**config.mk**
```make
export PLATFORM = sky130hd
export DESIGN_NAME = up_counter8_ctrl
export DESIGN_NICKNAME = d
export VERILOG_FILES = /design/src/rtl/up_counter8_ctrl.sv
export SDC_FILE = /design/constraint.sdc
export NUM_CORES = 1
export LEC_CHECK = 0
export BUFFER_PORTS_ARGS = -buffer_cell sky130_fd_sc_hd__buf_2
export CAP_MARGIN = 10
export CORE_MARGIN = 2
export CORE_UTILIZATION = 30
export CTS_CLUSTER_SIZE = 12
export DETAILED_ROUTE_END_ITERATION = 7
export HOLD_SLACK_MARGIN = 0.1
export SLEW_MARGIN = 20
export SYNTH_ARGS = -nofsm -noshare
export SYNTH_HDL_FRONTEND = slang
export SYNTH_SLANG_ARGS = --single-unit
```
**constraint.sdc**
```tcl
create_clock -name Clock -period 3.1 [get_ports Clock]
set_clock_uncertainty 0.05 [all_clocks]
set_input_delay 0.31 -clock Clock [delete_from_list [all_inputs] [get_ports Clock]]
set_output_delay 0.31 -clock Clock [all_outputs]
set_load 0.05 [all_outputs]
```
**src/rtl/up_counter8_ctrl.sv**
```systemverilog
// rtl/up_counter8_ctrl.sv - controlled up counter with load, start/stop, terminal-count pulse and sticky overflow
// Build option: define COUNTER_SATURATE_EN to hold at MAX_COUNT and halt instead of wrapping.
`timescale 1ns/1ps
module up_counter8_ctrl #(
  parameter int          WIDTH     = 8,
  parameter int unsigned MAX_COUNT = (1 << WIDTH) - 1
) (
  input  logic             Clock,
  input  logic             Reset,
  input  logic             Start,
  input  logic             Stop,
  input  logic             Load,
  input  logic [WIDTH-1:0] Data,
  output logic [WIDTH-1:0] Count,
  output logic             Running,
  output logic             TC,
  output logic             Overflow
);

  localparam logic [WIDTH-1:0] MAX_V = WIDTH'(MAX_COUNT);
  localparam logic [WIDTH-1:0] ONE   = WIDTH'(1);

  typedef enum logic [1:0] {
    S_IDLE = 2'd0,
    S_RUN  = 2'd1,
    S_HALT = 2'd2
  } state_t;

  state_t           state, state_nxt;
  logic [WIDTH-1:0] count_nxt;
  logic             tc_nxt;
  logic             ovf_nxt;
  logic [WIDTH-1:0] load_val;

  assign load_val = (Data > MAX_V) ? MAX_V : Data;

  always_ff @(posedge Clock or posedge Reset) begin
    if (Reset) begin
      state    <= S_IDLE;
      Count    <= '0;
      TC       <= 1'b0;
      Overflow <= 1'b0;
    end else begin
      state    <= state_nxt;
      Count    <= count_nxt;
      TC       <= tc_nxt;
      Overflow <= ovf_nxt;
    end
  end

  // Only one action per edge: Load, then Stop, then Start, then counting.
  always_comb begin
    state_nxt = state;
    count_nxt = Count;
    tc_nxt    = 1'b0;
    ovf_nxt   = Overflow;
    if (Load) begin
      count_nxt = load_val;
      ovf_nxt   = 1'b0;
    end else if (Stop) begin
      state_nxt = S_IDLE;
    end else if (Start && (state != S_RUN)) begin
      state_nxt = S_RUN;
    end else if (state == S_RUN) begin
      if (Count == MAX_V) begin
        ovf_nxt = 1'b1;
`ifdef COUNTER_SATURATE_EN
        state_nxt = S_HALT;
`else
        count_nxt = '0;
`endif
      end else begin
        count_nxt = Count + ONE;
        tc_nxt    = (Count == (MAX_V - ONE));
      end
    end
  end

  assign Running = (state == S_RUN);

endmodule
```
# Word-level counts from Yosys, hierarchy flattened
# Index checks and enable logic that the tools add are counted.
# op_classes
eq_ne	6
n_bitwise	1
n_reduce_logical	7
n_lt_le_gt_ge	1
n_mux	18
add_sub_neg	1
# op_table
op	count
two-way mux 8 bit	6
equality test 8 bit, second input constant	2
two-way mux 1 bit	10
adder 8 x 1 -> 8 bit, second input constant	1
> comparator 8 bit, second input constant	1
nonzero test 2 bit	3
two-way mux 2 bit	2
!= test 2 x 1 -> 1 bit, second input constant	2
AND reduction 4 bit	1
AND reduction 3 bit	1
equality test 2 x 1 -> 1 bit, second input constant	1
!= test 2 bit, second input constant	1
AND reduction 2 bit	1
logical AND 1 bit	1
inverter 1 bit	1
# totals
out_inout_bits	11
regBits	12

# Logic depth before layout (Yosys ltp)
# Gate-level depths: netlist of run 1.
# logic_depth
depth_word	6
mapped_depth	5

# Worst setup path before layout of run 1
# OpenSTA, ideal clock, no wires.
# synth_path
kind	register -> register
from	reg Count[1]
to	reg Count[3]
required_time_ps	2924
path_stages_with_launch	6
arrival_time_ps	1879
period_less_slack_ps	2055
n_path_buf	0
path_slack_ps	1045
setup_ps	126
cell_sequence	dfrtp_1 -> ha_1 -> nand3_2 -> or3_4 -> a2111oi_4 -> nor2_1
# synth_via
elab_chain_cells	6
elab_cells_between_ends	7
cone_classes	add/sub: 1; eq/ne: 1; mux: 5
# synth_lines
element	line_no	rtl
start: declaration	14	output logic [WIDTH-1:0] Count,
start signal: assignment	45	Count <= count_nxt;
adder 8 x 1 -> 8 bit or equality test 8 bit (tied branches)	73, 65	
two-way mux 8 bit (*)	65	if (Count == MAX_V) begin
two-way mux 8 bit (*)	64	end else if (state == S_RUN) begin
two-way mux 8 bit (*)	62	end else if (Start && (state != S_RUN)) begin
two-way mux 8 bit (*)	60	end else if (Stop) begin
two-way mux 8 bit (*)	57	if (Load) begin
# Every way passes the cells marked *; elsewhere a longest branch is shown, timed or not. The select of a mux whose other input is x is not followed.
# A chain may end at the register's enable or synchronous reset.

# Worst setup path in the final report of run 1
# Same ends and word-level chain as after synthesis.

==> impl_metrics.toml, run 1 <==
[run_status]
status = "finished, final reports clean"

[finish]
nFillCells = 217
antennaDiodeCount = 0
final_cell_mix = "23 x buf_2, 11 x dfrtp_1, 10 x nand2_1"
area_growth_pct = 28.26
multiInputGateArea_um2 = 325.3
final_nets = 110
seq_area_um2 = 275.3
final_common_cell = "buf_2"
drive_gt1_share_pct = 30.85

[setup_path]
slowest_stage = "dfrtp_1"
worst_ep_required_time_ns = 3.21
cp_max_fo = 8
cpPeakStageDelay_ns = 0.48
critPathBufInv = 0
setup.worst_path.class = "reg2reg"
cp.arrival_ns = 1.93
critPathTopFamily = "simple AND/OR/NAND/NOR gates"
critPathLaunchType = "flip-flop"
cp-end-kind = "flip-flop"
crit_chain = "ha_1, nand3_2, or3_4, a2111oi_4, nor2_1"

[cts]
clkSinkCount = 11
h-tree-depth = 1
clock_path_buffers = 2
clkTransAtPathRegs_ns = 0.08
clk_latency_ns = 0.27
cts_tree = "yes"
cts_root_buf = "clkbuf_4"
numCtsBuffers = 3

[power_and_ir_drop]
power.switching_mw = 0.1491
p_int_mw = 0.2386
switching_share_pct = 38.46
pwr_density_cell_nw_per_um2 = 484.2
leakagePower_nw = 0.3620
clkPwrFrac_pct = 26.0
power.share.combinational_pct = 29.0
ir_drop_mv = 0.2582
pwr-share-seq_pct = 45.0

[yosys]
synth_ff_type = "dfrtp_1"
syn_nets = 83
avgSynthCellArea_um2 = 9.182
synth_edf_count = 0
ys_async_sr_fraction_pct = 100.0
ys_seq_elements = 11
yosys_warnings = 0
syn_area_um2 = 624.3
synthCells = 68
ys_types = 26
yosysSeqAreaShare_pct = 44.09

[routing]
antenna_left = 0
via_count = 581
wl_um = 1423
first_pass_iters = 4
drcViolationCount = 0
via_per_inst = 4.802
wl_per_cell_um = 11.76
drtIter0Drc = 6

[sta]
min_period_over_period_pct = 58.64
setup_violations = 0
worst_slew_pin_slew_ns = 0.4268
drv_slew = 0
max_freq_ghz = 0.5501
setup_ws_ns = 1.282
finalHoldViolations = 0
setup_tns_ns = 0
fin_crit_ns = 1.818
relSlewSlack_pct = 71.52
rsz0062_at_grt = "false"

[global_routing]
grt_pass1_wl_um = 2318
grt.total_usage_pct = 12.73
grt_max_degree = 14
grt_pass1_vias = 531
antenna_found_initial = 0
grt_overflow = 0

[placed_design]
place_ws_ns = 1.309
io_buffers = 23
dp_hpwl_um = 1081
globalplace.congestion = 0.8654

[die]
pin_count = 24
die_area_um2 = 2462
start_util_pct = 31.82
core_um2 = 1962
num_rows = 16
die_x_um = 49.62
die_y_um = 49.62

[flow_run]
max-cap-violations = 0

[min_path]
hp-class = "in2reg"
layout make-up:
cell class / instances / area share (%)
Clock buffer: 4 / 3.281
Multi-Input combinational cell: 51 / 40.63
Sequential cell: 11 / 34.38
Tap cell: 27 / 4.219
Timing Repair Buffer: 24 / 15.63
Inverter: 4 / 1.875
worst reg2reg max path: cells and delay by family, from the launching register on:
family / cells / cell delay [ns]
AND/OR/NAND/NOR: 3 / 0.63
adder cells (fa/ha/maj): 1 / 0.26
AO/OA/AOI/OAI: 1 / 0.29
flip-flops: 1 / 0.48
synth_stat cells, drive strengths merged, types with 2 or more instances:
| cell | number | area, um^2 |
|---|---|---|
| dfrtp | 11 | 275.3 |
| nand2 | 10 | 37.54 |
| o21ai | 6 | 30.03 |
| a21oi | 5 | 25.02 |
| nor2 | 5 | 18.77 |
| nand3 | 4 | 25.02 |
| inv | 3 | 11.26 |
| xnor2 | 3 | 26.28 |
| a2bb2oi | 2 | 17.52 |
| ha | 2 | 25.02 |
| nand4 | 2 | 12.51 |
| nor3 | 2 | 10.01 |
stage by stage:
| stage | hold WS [ns] | instances | area [um^2] | power (mW) | util (%) |
|---|---|---|---|---|---|
| after floorplan | 0.1124 | 68 | 624.3 | 0.2572 | - |
| after global placement | 0.2775 | 116 | 764.5 | 0.2875 | 38.97 |
| after detailed placement | 0.2829 | 116 | 764.5 | 0.2886 | 38.97 |
| after CTS | 0.1839 | 121 | 800.8 | 0.3902 | 40.82 |
| after global routing | 0.1912 | 121 | 800.8 | 0.4091 | 40.82 |
| final | 0.1846 | 121 | 800.8 | 0.3877 | 40.82 |
what timing repair did:
item | in CTS | in global routing
hold endpoints to repair | 11 | 0
hold buffers | 1 | 0
resized for setup | 0 | 0
buffers inserted | 0 | 0
power by group through the flow:
stage,registers [mW],clock network (mW),logic [mW]
after floorplan,0.217,0,0.0400
after global placement,0.176,0,0.111
after detailed placement,0.177,0,0.112
after CTS,0.174,0.103,0.113
after global routing,0.177,0.111,0.121
final,0.174,0.101,0.112
flip-flops by register name, summed over array words and instances, names as in the netlist:
| signal | flops |
|---|---|
| TC | 1 |
| Overflow | 1 |
| state | 1 |
| Count | 8 |
routing by layer:
layer	global-route usage, %	routed length [um]
met2	20.22	670
met3	2.727	68
met4	8.333	36
met5	0	0
met1	15.43	647
cell families after synthesis:
logic type                 count (synthesis)  share of synthesized area (%)
adders and majority gates                  2                          4.007
AOI/OAI and AO/OA                         18                          21.04
xor gates and xnor gates                   4                          5.612
buffers and inverters                      6                          3.806
DFF                                       11                          44.09
and+or+nand+nor                           27                          21.44
final timing paths:
path | slack (ns) | depth (start not counted) | start | endpoint
max in group asynchronous | 2.17 | 3 | Reset | Overflow$_DFFE_PP0P_
hold reg to reg | 0.45 | 1 | Overflow$_DFFE_PP0P_ | Overflow$_DFFE_PP0P_
setup / recovery | 1.28 | 5 | Count[1]$_DFFE_PP0P_ | Count[3]$_DFFE_PP0P_
min in group asynchronous | 0.52 | 3 | Reset | Count[0]$_DFFE_PP0P_
setup reg to reg | 1.28 | 5 | Count[1]$_DFFE_PP0P_ | Count[3]$_DFFE_PP0P_
hold / removal | 0.18 | 2 | Stop | state[0]$_DFFE_PP0P_
(Power assumes the default switching activity.)
==> inputs of run 2 (changes only) <==
- ABC_AREA: default -> 1
- clock period: 3.1 -> 1.6 ns (I/O delays scaled with it)
==> run 2 against run 1 <==
Compared with the run above:
- critical path type unchanged
- die area is 19% higher
- via count up 24%
- cell area up 19%
- clock-buffer cell count unchanged
- setup slack got worse by 0.99 ns
- sequential power up 100%
- synthesized area rose by 21%
- global-route usage grew 1.2 points
- highest routed layer unchanged
- fmax is 39% higher
==> impl_metrics.toml, run 2 <==
[yosys]
syn_area_um2 = 757.0
syn_nets = 119
synth_most_common_cell = "nand2_1"
ys_async_sr_fraction_pct = 100.0
ys_seq_elements = 11
synth_area_leaders = "dfrtp_1 36%, nand2_1 16%, inv_1 7.4%, nand3_1 4.6%, ha_1 3.3%"
avgSynthCellArea_um2 = 7.279
synth_top_area_share_pct = 36.36
ys_top_cells_by_count = "32 x nand2_1, 15 x inv_1, 11 x dfrtp_1"
yosys_warnings = 0
yosysSeqAreaShare_pct = 36.36
synth_ff_type = "dfrtp_1"
ys_types = 21
synth_edf_count = 0
yosys.area.top_type = "dfrtp_1"
synthCells = 104

[cts]
cts-resized-gates = 0
clk_latency_ns = 0.28
cts_root_buf = "clkbuf_4"
numCtsBuffers = 3
clock_path_buffers = 2
cts_tree = "yes"
h-tree-depth = 1
clkTransAtPathRegs_ns = 0.07
clkSinkCount = 11

[die]
start_util_pct = 31.12
num_rows = 18
core_um2 = 2432
die_y_um = 54.23
die_area_um2 = 2941
die_x_um = 54.23
pin_count = 24

[sta]
min_period_over_period_pct = 81.44
relSlewSlack_pct = 70.48
finalHoldViolations = 0
setup_violations = 0
rsz0062_at_grt = "false"
setup_tns_ns = 0
holdWs_ns = 0.1055
max_freq_ghz = 0.7674
fin_crit_ns = 1.303
worst_slew_pin_slew_ns = 0.4424
drv_slew = 0

[global_routing]
antenna_found_initial = 0
grt_pass1_vias = 647
grt.total_usage_pct = 13.89
grt_max_degree = 12
grt_overflow = 0
grt_pass1_wl_um = 2822

[setup_path]
setup.worst_path.class = "reg2reg"
cp.arrival_ns = 1.43
cp-end-kind = "flip-flop"
worst_ep_required_time_ns = 1.72
cp_common_cell = "nand2_1"
slowest_stage = "dfrtp_1"
critPathLaunchType = "flip-flop"
critPathTopFamily = "simple AND/OR/NAND/NOR gates"
cpPeakStageDelay_ns = 0.41
crit_chain = "ha_1, nand2_2, nor2_4, nand3_2, nand2_1, inv_1, nand2_1, nand2_1"
critPathBufInv = 1
cp_max_fo = 5

[power_and_ir_drop]
pwr_density_cell_nw_per_um2 = 924.7
p_total_mw = 0.8782
ir_drop_mv = 0.4986
leakagePower_nw = 0.5147

[run_status]
status = "finished, final reports clean"

[placed_design]
dp_hpwl_um = 1263
globalplace.congestion = 0.8454
dp_cells = 154
io_buffers = 23

[finish]
drive_gt1_share_pct = 29.32
largest_register_ffs = 8
area_growth_pct = 25.45
antennaDiodeCount = 0
final_cell_mix = "32 x nand2_1, 23 x buf_2, 15 x inv_1"
final_nets = 149
finalNonFillerCells = 163
utilization_pct = 39.04
final_common_cell = "nand2_1"
regMostFlops = "Count"

[routing]
wl_um = 1682
drcViolationCount = 0
via_count = 719
via_per_inst = 4.411
drtIter0Drc = 8
wl_per_cell_um = 10.32
first_pass_iters = 4
antenna_left = 0

[flow_run]
max-cap-violations = 0

[min_path]
hp-class = "in2reg"
run 2: cell count changes after synthesis, moves of 3 or more:
cell	delta
nand2_1	+22
inv_1	+12
o21ai_0	-6
o21ai_1	+5
nand3_1	+4
xnor2_1	-3
run 2: final cells by class:
type                    instances  area, um^2
clock buffers                   4       26.28
inverters                      18       70.07
well taps                      30       37.54
flip-flops and latches         11       276.5
fillers                       257        1483
multi-input cells              72       374.1
repair buffers                 28       165.2
run 2: what timing repair did:
| action | CTS | global route |
|---|---|---|
| setup endpoints to repair | 0 | 0 |
| hold buffers | 5 | 0 |
| endpoints found under the hold margin | 15 | 0 |
| buffers inserted | 0 | 0 |
run 2: where the power goes:
part | total [mW] | switching (mW) | internal (mW)
logic | 0.330 | 0.235 | 0.0951
registers | 0.349 | 0.0399 | 0.309
clock network | 0.199 | 0.102 | 0.0968
run 2: per-layer routing:
layer  track usage, %  wire [um]  up-vias
met5                0          0        -
met4            7.500         42        0
met3            4.918         86        4
met2            21.29        788       17
met1            16.92        765      318
li1                 -          -      380
run 2: worst reg2reg max path: cells and delay by family (launching register included):
family / cells / cell delay, ns
adder cells (fa/ha/maj): 1 / 0.20
flip-flops: 1 / 0.41
buffers and inverters: 1 / 0.04
AND/OR/NAND/NOR: 6 / 0.49
run 2: final timing paths:
path / from / end / slack (ns) / cells after the start
min reg2reg: Overflow$_DFFE_PP0P_ / Overflow$_DFFE_PP0P_ / 0.47 / 2
max in group asynchronous: Reset / Count[1]$_DFFE_PP0P_ / 0.79 / 3
min in group asynchronous: Reset / state[0]$_DFFE_PP0P_ / 0.38 / 3
max: Count[0]$_DFFE_PP0P_ / Count[5]$_DFFE_PP0P_ / 0.30 / 8
min: Start / state[0]$_DFFE_PP0P_ / 0.11 / 3
max reg2reg: Count[0]$_DFFE_PP0P_ / Count[5]$_DFFE_PP0P_ / 0.30 / 8
run 2: cell families (layout without fill, tap and decap cells):
group | count (synthesis) | after routing | share of synthesized area [%]
adder cells (fa/ha/maj) | 2 | 2 | 3.305
flip-flops | 11 | 11 | 36.36
AO/OA/AOI/OAI | 10 | 10 | 6.942
AND/OR/NAND/NOR | 59 | 59 | 38.01
XOR/XNOR | 1 | 1 | 1.157
buffers and inverters | 21 | 50 | 14.21
run 2: through the flow:
step,cell area [um^2],setup WS (ns)
global placement,873.3,0.3325
floorplan,758.2,0.007895
detailed placement,873.3,0.3119
finish,949.7,0.2969
CTS,949.7,0.2871
global route,949.7,0.1575
